[config.mk]
export PLATFORM = sky130hd
export DESIGN_NAME = ahb_lite_master
export DESIGN_NICKNAME = d
export VERILOG_FILES = /design/src/rtl/ahb_pkg.sv /design/src/rtl/ahb_cmd_fifo.sv /design/src/rtl/ahb_lite_master.sv
export SDC_FILE = /design/constraint.sdc
export NUM_CORES = 1
export LEC_CHECK = 0
export CORE_UTILIZATION = 40
export DETAILED_ROUTE_END_ITERATION = 7
export PLACE_DENSITY = 0.68
export SYNTH_ARGS = -nofsm -noshare
export SYNTH_HDL_FRONTEND = slang
export SYNTH_SLANG_ARGS = --single-unit
[constraint.sdc]
create_clock -name hclk -period 4.3 [get_ports hclk]
set_input_delay 0.645 -clock hclk [delete_from_list [all_inputs] [get_ports hclk]]
set_output_delay 0.645 -clock hclk [all_outputs]
set_load 0.01 [all_outputs]
[src/rtl/ahb_pkg.sv]
// Shared AHB-lite types and default widths for the master and its command FIFO.
package ahb_pkg;

  localparam int HTRANS_W   = 2;
  localparam int AHB_ADDR_W = 8;
  localparam int AHB_DATA_W = 32;

  typedef enum logic [HTRANS_W-1:0] {
    IDLE   = 2'b00,
    BUSY   = 2'b01,
    NONSEQ = 2'b10,
    SEQ    = 2'b11
  } htrans_t;

  typedef struct packed {
    logic                  write;
    logic [AHB_ADDR_W-1:0] addr;
    logic [AHB_DATA_W-1:0] wdata;
  } cmd_t;

endpackage

[src/rtl/ahb_cmd_fifo.sv]
// Synchronous command FIFO; the head entry is a registered output, which lets it
// drive the AHB address phase directly.
module ahb_cmd_fifo
  import ahb_pkg::*;
#(
  parameter int  CMD_DEPTH = 2,
  parameter type entry_t   = cmd_t
) (
  input  logic   clk_i,
  input  logic   rst_i,
  input  logic   push_i,
  input  entry_t push_data_i,
  input  logic   pop_i,
  output entry_t head_o,
  output logic   empty_o,
  output logic   full_o
);

  localparam int PTR_W = $clog2(CMD_DEPTH);

  entry_t           mem_q [CMD_DEPTH];
  logic [PTR_W-1:0] wr_ptr_q, wr_ptr_d;
  logic [PTR_W-1:0] rd_ptr_q, rd_ptr_d;
  logic [PTR_W:0]   count_q, count_d;
  logic             do_push, do_pop;

  assign empty_o = (count_q == '0);
  assign full_o  = (count_q == (PTR_W+1)'(CMD_DEPTH));
  assign head_o  = mem_q[rd_ptr_q];

  assign do_push = push_i && !full_o;
  assign do_pop  = pop_i && !empty_o;

  // Pointer arithmetic wraps naturally because CMD_DEPTH is a power of two.
  always_comb begin
    wr_ptr_d = wr_ptr_q;
    rd_ptr_d = rd_ptr_q;
    count_d  = count_q;
    if (do_push) wr_ptr_d = wr_ptr_q + 1'b1;
    if (do_pop)  rd_ptr_d = rd_ptr_q + 1'b1;
    if (do_push && !do_pop)      count_d = count_q + 1'b1;
    else if (!do_push && do_pop) count_d = count_q - 1'b1;
  end

  always_ff @(posedge clk_i) begin
    if (rst_i) begin
      wr_ptr_q <= '0;
      rd_ptr_q <= '0;
      count_q  <= '0;
    end else begin
      wr_ptr_q <= wr_ptr_d;
      rd_ptr_q <= rd_ptr_d;
      count_q  <= count_d;
    end
  end

  always_ff @(posedge clk_i) begin
    if (do_push) mem_q[wr_ptr_q] <= push_data_i;
  end

endmodule

[src/rtl/ahb_lite_master.sv]
// AHB-lite initiator: queued commands become single NONSEQ transfers with
// overlapped address/data phases and a one-cycle response pulse per transfer.
module ahb_lite_master
  import ahb_pkg::*;
#(
  parameter int ADDR_W    = AHB_ADDR_W,
  parameter int DATA_W    = AHB_DATA_W,
  parameter int CMD_DEPTH = 2
) (
  input  logic                hclk,
  input  logic                hreset,
  input  logic                cmd_valid,
  output logic                cmd_ready,
  input  logic                cmd_write,
  input  logic [ADDR_W-1:0]   cmd_addr,
  input  logic [DATA_W-1:0]   cmd_wdata,
  output logic [HTRANS_W-1:0] htrans,
  output logic                hwrite,
  output logic [ADDR_W-1:0]   haddr,
  output logic [DATA_W-1:0]   hwdata,
  input  logic                hready,
  input  logic [DATA_W-1:0]   hrdata,
  output logic                rsp_valid,
  output logic                rsp_write,
  output logic [DATA_W-1:0]   rsp_rdata,
  output logic                busy
);

  typedef struct packed {
    logic              write;
    logic [ADDR_W-1:0] addr;
    logic [DATA_W-1:0] wdata;
  } cmd_p_t;

  cmd_p_t  push_data, head;
  logic    fifo_empty, fifo_full, push, pop;
  htrans_t htrans_w;

  logic              d_valid_q, d_valid_d;
  logic              d_write_q, d_write_d;
  logic [DATA_W-1:0] d_wdata_q, d_wdata_d;
  logic              rsp_valid_q, rsp_valid_d;
  logic              rsp_write_q, rsp_write_d;
  logic [DATA_W-1:0] rsp_rdata_q, rsp_rdata_d;

  assign cmd_ready = !fifo_full && !hreset;
  assign push      = cmd_valid && cmd_ready;
  assign pop       = hready && !fifo_empty;
  assign push_data = '{write: cmd_write, addr: cmd_addr, wdata: cmd_wdata};

  ahb_cmd_fifo #(
    .CMD_DEPTH (CMD_DEPTH),
    .entry_t   (cmd_p_t)
  ) u_cmd_fifo (
    .clk_i       (hclk),
    .rst_i       (hreset),
    .push_i      (push),
    .push_data_i (push_data),
    .pop_i       (pop),
    .head_o      (head),
    .empty_o     (fifo_empty),
    .full_o      (fifo_full)
  );

  // Address phase is the FIFO head itself, so a stalled head holds the bus stable.
  assign htrans_w = fifo_empty ? IDLE : NONSEQ;
  assign htrans   = htrans_w;
  assign haddr    = fifo_empty ? '0 : head.addr;
  assign hwrite   = fifo_empty ? 1'b0 : head.write;

  assign hwdata    = (d_valid_q && d_write_q) ? d_wdata_q : '0;
  assign busy      = !fifo_empty || d_valid_q;
  assign rsp_valid = rsp_valid_q;
  assign rsp_write = rsp_write_q;
  assign rsp_rdata = rsp_rdata_q;

  always_comb begin
    d_valid_d   = d_valid_q;
    d_write_d   = d_write_q;
    d_wdata_d   = d_wdata_q;
    rsp_valid_d = 1'b0;
    rsp_write_d = rsp_write_q;
    rsp_rdata_d = rsp_rdata_q;
    if (hready) begin
      if (d_valid_q) begin
        rsp_valid_d = 1'b1;
        rsp_write_d = d_write_q;
        rsp_rdata_d = d_write_q ? '0 : hrdata;
      end
      d_valid_d = !fifo_empty;
      if (!fifo_empty) begin
        d_write_d = head.write;
        d_wdata_d = head.wdata;
      end
    end
  end

  always_ff @(posedge hclk) begin
    if (hreset) begin
      d_valid_q   <= 1'b0;
      d_write_q   <= 1'b0;
      d_wdata_q   <= '0;
      rsp_valid_q <= 1'b0;
      rsp_write_q <= 1'b0;
      rsp_rdata_q <= '0;
    end else begin
      d_valid_q   <= d_valid_d;
      d_write_q   <= d_write_d;
      d_wdata_q   <= d_wdata_d;
      rsp_valid_q <= rsp_valid_d;
      rsp_write_q <= rsp_write_d;
      rsp_rdata_q <= rsp_rdata_d;
    end
  end

endmodule

=== After elaboration in Yosys (flattened, before gate mapping) ===
Memory sizes are Yosys's and may differ from the RTL's. A register that Yosys moved wholly into a read port is not among the register bits.
Index checks and enable logic that the tools add are counted.

* Memories kept: 1
* Memory bits (writable): 82
* Logic and storage cells: 48
* Output and inout port bits: 79
* Bits in registers: 72

{| class="wikitable"
|+ Memory list
! name !! words !! bits a word !! read ports !! clocked after Yosys merged registers in !! wr ports !! RTL line !! source
|-
| u_cmd_fifo.mem_q || 2 || 41 || 1 || 1 || 1 || ahb_cmd_fifo.sv:21 || <nowiki>entry_t mem_q [CMD_DEPTH];</nowiki>
|}

* $add $sub $neg: 4
* Mux-type cells: 12
* Reductions and logical operators: 19
* Bitwise operators: 2
* Eq/ne operators: 1

{| class="wikitable"
|+ Operators with widths
! cell !! count
|-
| 32-bit 2-to-1 mux || 2
|-
| 1-bit logical AND || 8
|-
| 8-bit 2-to-1 mux || 1
|-
| 1-bit 2-to-1 mux || 6
|-
| 2-bit 2-to-1 mux || 3
|-
| 1-bit logical NOT || 5
|-
| 2-bit AND reduction || 2
|-
| 1-bit adder (second input constant) || 2
|-
| 2-bit by 1-bit adder with 2-bit output (second input constant) || 1
|-
| 2-bit equality test (second input constant) || 1
|-
| 2-bit logical NOT || 1
|-
| 1-bit NOT || 2
|-
| 2-bit nonzero test || 1
|-
| 2-bit OR reduction || 1
|-
| 2-bit by 1-bit subtractor with 2-bit output (second input constant) || 1
|-
| 1-bit logical OR || 1
|}

=== Depth between registers and ports, before layout ===
* Word-level depth: 9
* Gate-level depth with buffers: 8
* Depth with buffers taken out: 6

=== Cells and area by module ===
Synthesis repeated with hierarchy kept, for this count alone.

* Cells, all modules: 509
* Area, all modules: 6065.8 um^2

{| class="wikitable"
|+ By module, submodules not included
! module !! sequential area each (um^2) !! cells each !! area an instance (um^2) !! times used
|-
| ahb_cmd_fifo || 2562.5 || 153 || 3166.8 || 1
|-
| ahb_lite_master || 1361.3 || 356 || 2899.0 || 1
|}

=== Worst setup path before layout ===
OpenSTA, ideal clock, no wires.

* Path type: input port to flip-flop
* Start point: input port hreset
* End point: memory u_cmd_fifo.mem_q[0][0] in the netlist's numbering (enable)
* Required time: 3856 ps
* Cell stages on the path: 3
* Setup slack: 888 ps
* Arrival time: 2968 ps
* Path through: buf_2 > nor3b_2 > nor2b_1

* Longest elaborated chain between the ends: 6

{| class="wikitable"
|+ Ends and longest elaborated chain
! item !! RTL line !! source
|-
| start: declaration || ahb_lite_master.sv:11 || <nowiki>input logic hreset,</nowiki>
|-
| 1-bit logical NOT || ahb_lite_master.sv:46 || <nowiki>assign cmd_ready = !fifo_full && !hreset;</nowiki>
|-
| 1-bit logical AND || ahb_lite_master.sv:46 ||
|-
| 1-bit logical AND || ahb_lite_master.sv:47 || <nowiki>assign push = cmd_valid && cmd_ready;</nowiki>
|-
| 1-bit logical AND || ahb_cmd_fifo.sv:31 || <nowiki>assign do_push = push_i && !full_o;</nowiki>
|-
| named net u_cmd_fifo.do_push || ahb_cmd_fifo.sv:25 || <nowiki>logic do_push, do_pop;</nowiki>
|-
| 1-bit 2-to-1 mux || ahb_cmd_fifo.sv:58 || <nowiki>if (do_push) mem_q[wr_ptr_q] <= push_data_i;</nowiki>
|-
| 1-bit 2-to-1 mux (implied by the code) || ahb_cmd_fifo.sv:58 ||
|-
| end: declaration || ahb_cmd_fifo.sv:21 ||
|}

The timed path passes the listed nets, and every way through them passes these cells.

=== Worst setup path in the final report ===
* Start point: register d_write_q
* End point: output port hwdata[31]

* Longest elaborated chain between the ends: 2

{| class="wikitable"
|+ Ends and longest elaborated chain
! item !! RTL line !! source
|-
| start: declaration || ahb_lite_master.sv:40 || <nowiki>logic d_write_q, d_write_d;</nowiki>
|-
| start signal: assignment || ahb_lite_master.sv:108 || <nowiki>d_write_q <= d_write_d;</nowiki>
|-
| 1-bit logical AND || ahb_lite_master.sv:71 || <nowiki>assign hwdata = (d_valid_q && d_write_q) ? d_wdata_q : '0;</nowiki>
|-
| 32-bit 2-to-1 mux || ahb_lite_master.sv:71 ||
|-
| end: declaration || ahb_lite_master.sv:20 || <nowiki>output logic [DATA_W-1:0] hwdata,</nowiki>
|}

No other way between the ends.

==> flow_summary.toml <==
[run_status]
status = "finished, final reports clean"

[yosys]
postSynthCellCount = 396
yosysMostFrequentCell = "edfxtp_1"
synth-seq-cells = 155
yosysSeqAreaShare_pct = 68.06
synth_area_per_cell_um2 = 14.56
ys_warn_count = 0
synth_commonest_cells = "edfxtp_1 (82), dfxtp_1 (73), nor2_1 (48)"
yosysTopAreaCell = "edfxtp_1"
synth.area.top_cells = "edfxtp_1 (43%), dfxtp_1 (25%), mux2i_1 (7.3%)"
synthDistinctLibCells = 34
synth_edf_count = 82
synth_area_um2 = 5766
synth_nets = 474
postSynth.asyncResetShare_pct = 0
synth_flop_cell = "edfxtp_1"
synth_top_area_share_pct = 42.71

[setup_path]
ff2ff_setup_slack_ns = 2.11
reg2reg_depth = 4
timing.rr.end = "u_cmd_fifo.mem_q[0][15]$_DFFE_PP_"
worst-path-max-fanout = 35
crit_type = "flop to output pin"
startpoint_type = "flop"
cp-end-kind = "output pin"
critPathArrivalTime_ns = 2.36
cp.required_ns = 3.65
timing.rr.start = "u_cmd_fifo.count_q[0]$_SDFFE_PP0P_"

[detailed_routing]
finalWirelength_um = 12110
via_per_inst = 4.942
ant_nets = 0
drt_pass1_iterations = 4
avgRoutedWirePerCell_um = 16.44
drt_iter0_drc = 118
drc_errors = 0
num_vias = 3642

[floorplanning]
die_w_um = 122.1
row_count = 43
io_pins = 156
initial_core_util_pct = 41.22
core-area_um2 = 13990
die_area_um2 = 14900
die_height_um = 122.1

[sta]
grt_setup_unrepaired = "no"
fin_crit_ns = 3.007
fmax_ghz = 0.3325
finalSetupTns_ns = 0
finalClockSkew_ns = 0.009380
drv_slew = 0
timing.final.crit_share_pct = 69.93
worst_pin_slew_ns = 1.162
hold_violations = 0
hold_ws_ns = 0.4767
slew_headroom_pct = 22.25
setup_viol = 0

[global_routing]
grt_pass1_vias = 3548
grt_antenna_before_repair = 0
busiest_layer = "met2"
globalRouteMet1Util_pct = 20.20
grt_max_degree = 42
grt-ovfl-total = 0
grtUsageMet2_pct = 27.90
grt.total_usage_pct = 16.78
grt.met3_usage_pct = 5.665
grt_pass1_wl_um = 18440

[clock_tree]
cts_tree = "yes"
cts_buffers = 17
hold_buffers = 0
post-cts-setup-buffers = 0
clk_latency_ns = 0.41
cts_resized = 0
cts_buffer_depth = 2
htree_levels = 4
cts.sinks = 155
clk_pin_slew_ns = 0.06
clockRootBuffer = "clkbuf_16"

[placement]
gp_congestion = 0.7186
hpwl_um = 7956
io_buffer_count = 154

[pwr]
p_leak_nw = 2.847
irDropWorstVdd_v = 0.0003566
p_per_area_nw_per_um2 = 562.2

[run]
cap_violations = 0

[hold_path]
holdPathStages = 1
min_path_type = "flop to flop"
hp-start = "rsp_rdata[21]$_SDFFE_PP0P_"
min_to = "rsp_rdata[21]$_SDFFE_PP0P_"

[final_layout]
nNetsFinal = 622
antennaDiodeCount = 0
drive_above_1_share_pct = 16.88
syn_to_final_growth_pct = 38.91
## cells by family after synthesis
family          synth area share, %
compound gates                12.26
xor+xnor                     0.4558
fa+ha+maj                    0.2170
buf+inv                       3.603
flops                         68.06
mux                           7.292
other cells                 0.06504
simple gates                  8.051
## through the flow
step	cell area [um^2]	setup WS [ns]	total power [mW]	utilization, %	std cells
after floorplan	5766	0.8879	2.633	-	396
after global placement	7382	1.572	2.965	52.77	705
after detailed placement	7382	1.538	2.998	52.77	705
after CTS	8009	1.222	4.564	57.25	737
after global routing	8009	1.063	4.722	57.25	737
final	8009	1.293	4.503	57.25	737
## critical path: stages (launching register included)
cell,delay [ns]
dfxtp_1,1.06
and3_2,0.35
clkdlybuf4s50_1,0.54
## registers in the layout, indices dropped and copies added (netlist names), named ones only
| signal | cells |
|---|---|
| u_cmd_fifo.count_q | 2 |
| u_cmd_fifo.rd_ptr_q | 1 |
| d_write_q | 1 |
| rsp_write | 1 |
| rsp_rdata | 32 |
| d_wdata_q | 32 |
| rsp_valid | 1 |
| d_valid_q | 1 |
| u_cmd_fifo.mem_q | 82 |
| u_cmd_fifo.wr_ptr_q | 1 |
## worst max-delay path by stage
stage | startpoint | end | cells past startpoint
6_report | d_write_q$_SDFFE_PP0P_ | hwdata[31] | 2
5_1_grt | d_write_q$_SDFFE_PP0P_ | hwdata[31] | 2
4_1_cts | d_write_q$_SDFFE_PP0P_ | hwdata[31] | 2
3_5_place_dp | cmd_valid | u_cmd_fifo.mem_q[0][37]$_DFFE_PP_ | 4
3_3_place_gp | cmd_valid | u_cmd_fifo.mem_q[0][33]$_DFFE_PP_ | 4
2_1_floorplan | hreset | u_cmd_fifo.mem_q[0][0]$_DFFE_PP_ | 3
## cells in the final DEF, fill, tap and decap left out, types with 2 or more instances in the layout
cell type / netlist / layout
a211oi_2: 20 / 20
nor2_1: 48 / 48
a211oi_1: 13 / 13
a22o_2: 25 / 25
bufinv_16: 0 / 3
mux2i_1: 42 / 42
and3_1: 30 / 30
clkinv_2: 0 / 2
inv_1: 2 / 2
xor2_1: 2 / 2
clkdlybuf4s50_1: 0 / 153
clkinvlp_4: 0 / 2
a21oi_1: 2 / 2
dfxtp_1: 73 / 72
and3_2: 2 / 2
edfxtp_1: 82 / 82
clkinv_4: 0 / 3
clkbuf_16: 0 / 18
a22o_1: 8 / 8
buf_4: 4 / 6
inv_6: 0 / 2
## cell type report
class                   count  area, um^2
flip-flops and latches    155        3925
repair buffers            160        1582
well taps                 180       225.2
clock inverters            12       158.9
multi-input cells         208        1643
inverters                   2       7.507
clock buffers              20       467.9
fillers                  1121        5979
## power by group
| group | total [mW] | switching [mW] | internal [mW] |
|---|---|---|---|
| clock | 1.55 | 0.585 | 0.968 |
| sequential | 1.96 | 0.173 | 1.79 |
| combinational | 0.988 | 0.503 | 0.485 |
## layer usage
metal	wire length [um]	share of wire (%)
met1	5362	44
met2	5748	47
met3	892	7.4
met4	110	0.91
met5	0	0
Note: power is estimated with default switching activity, not from simulation.
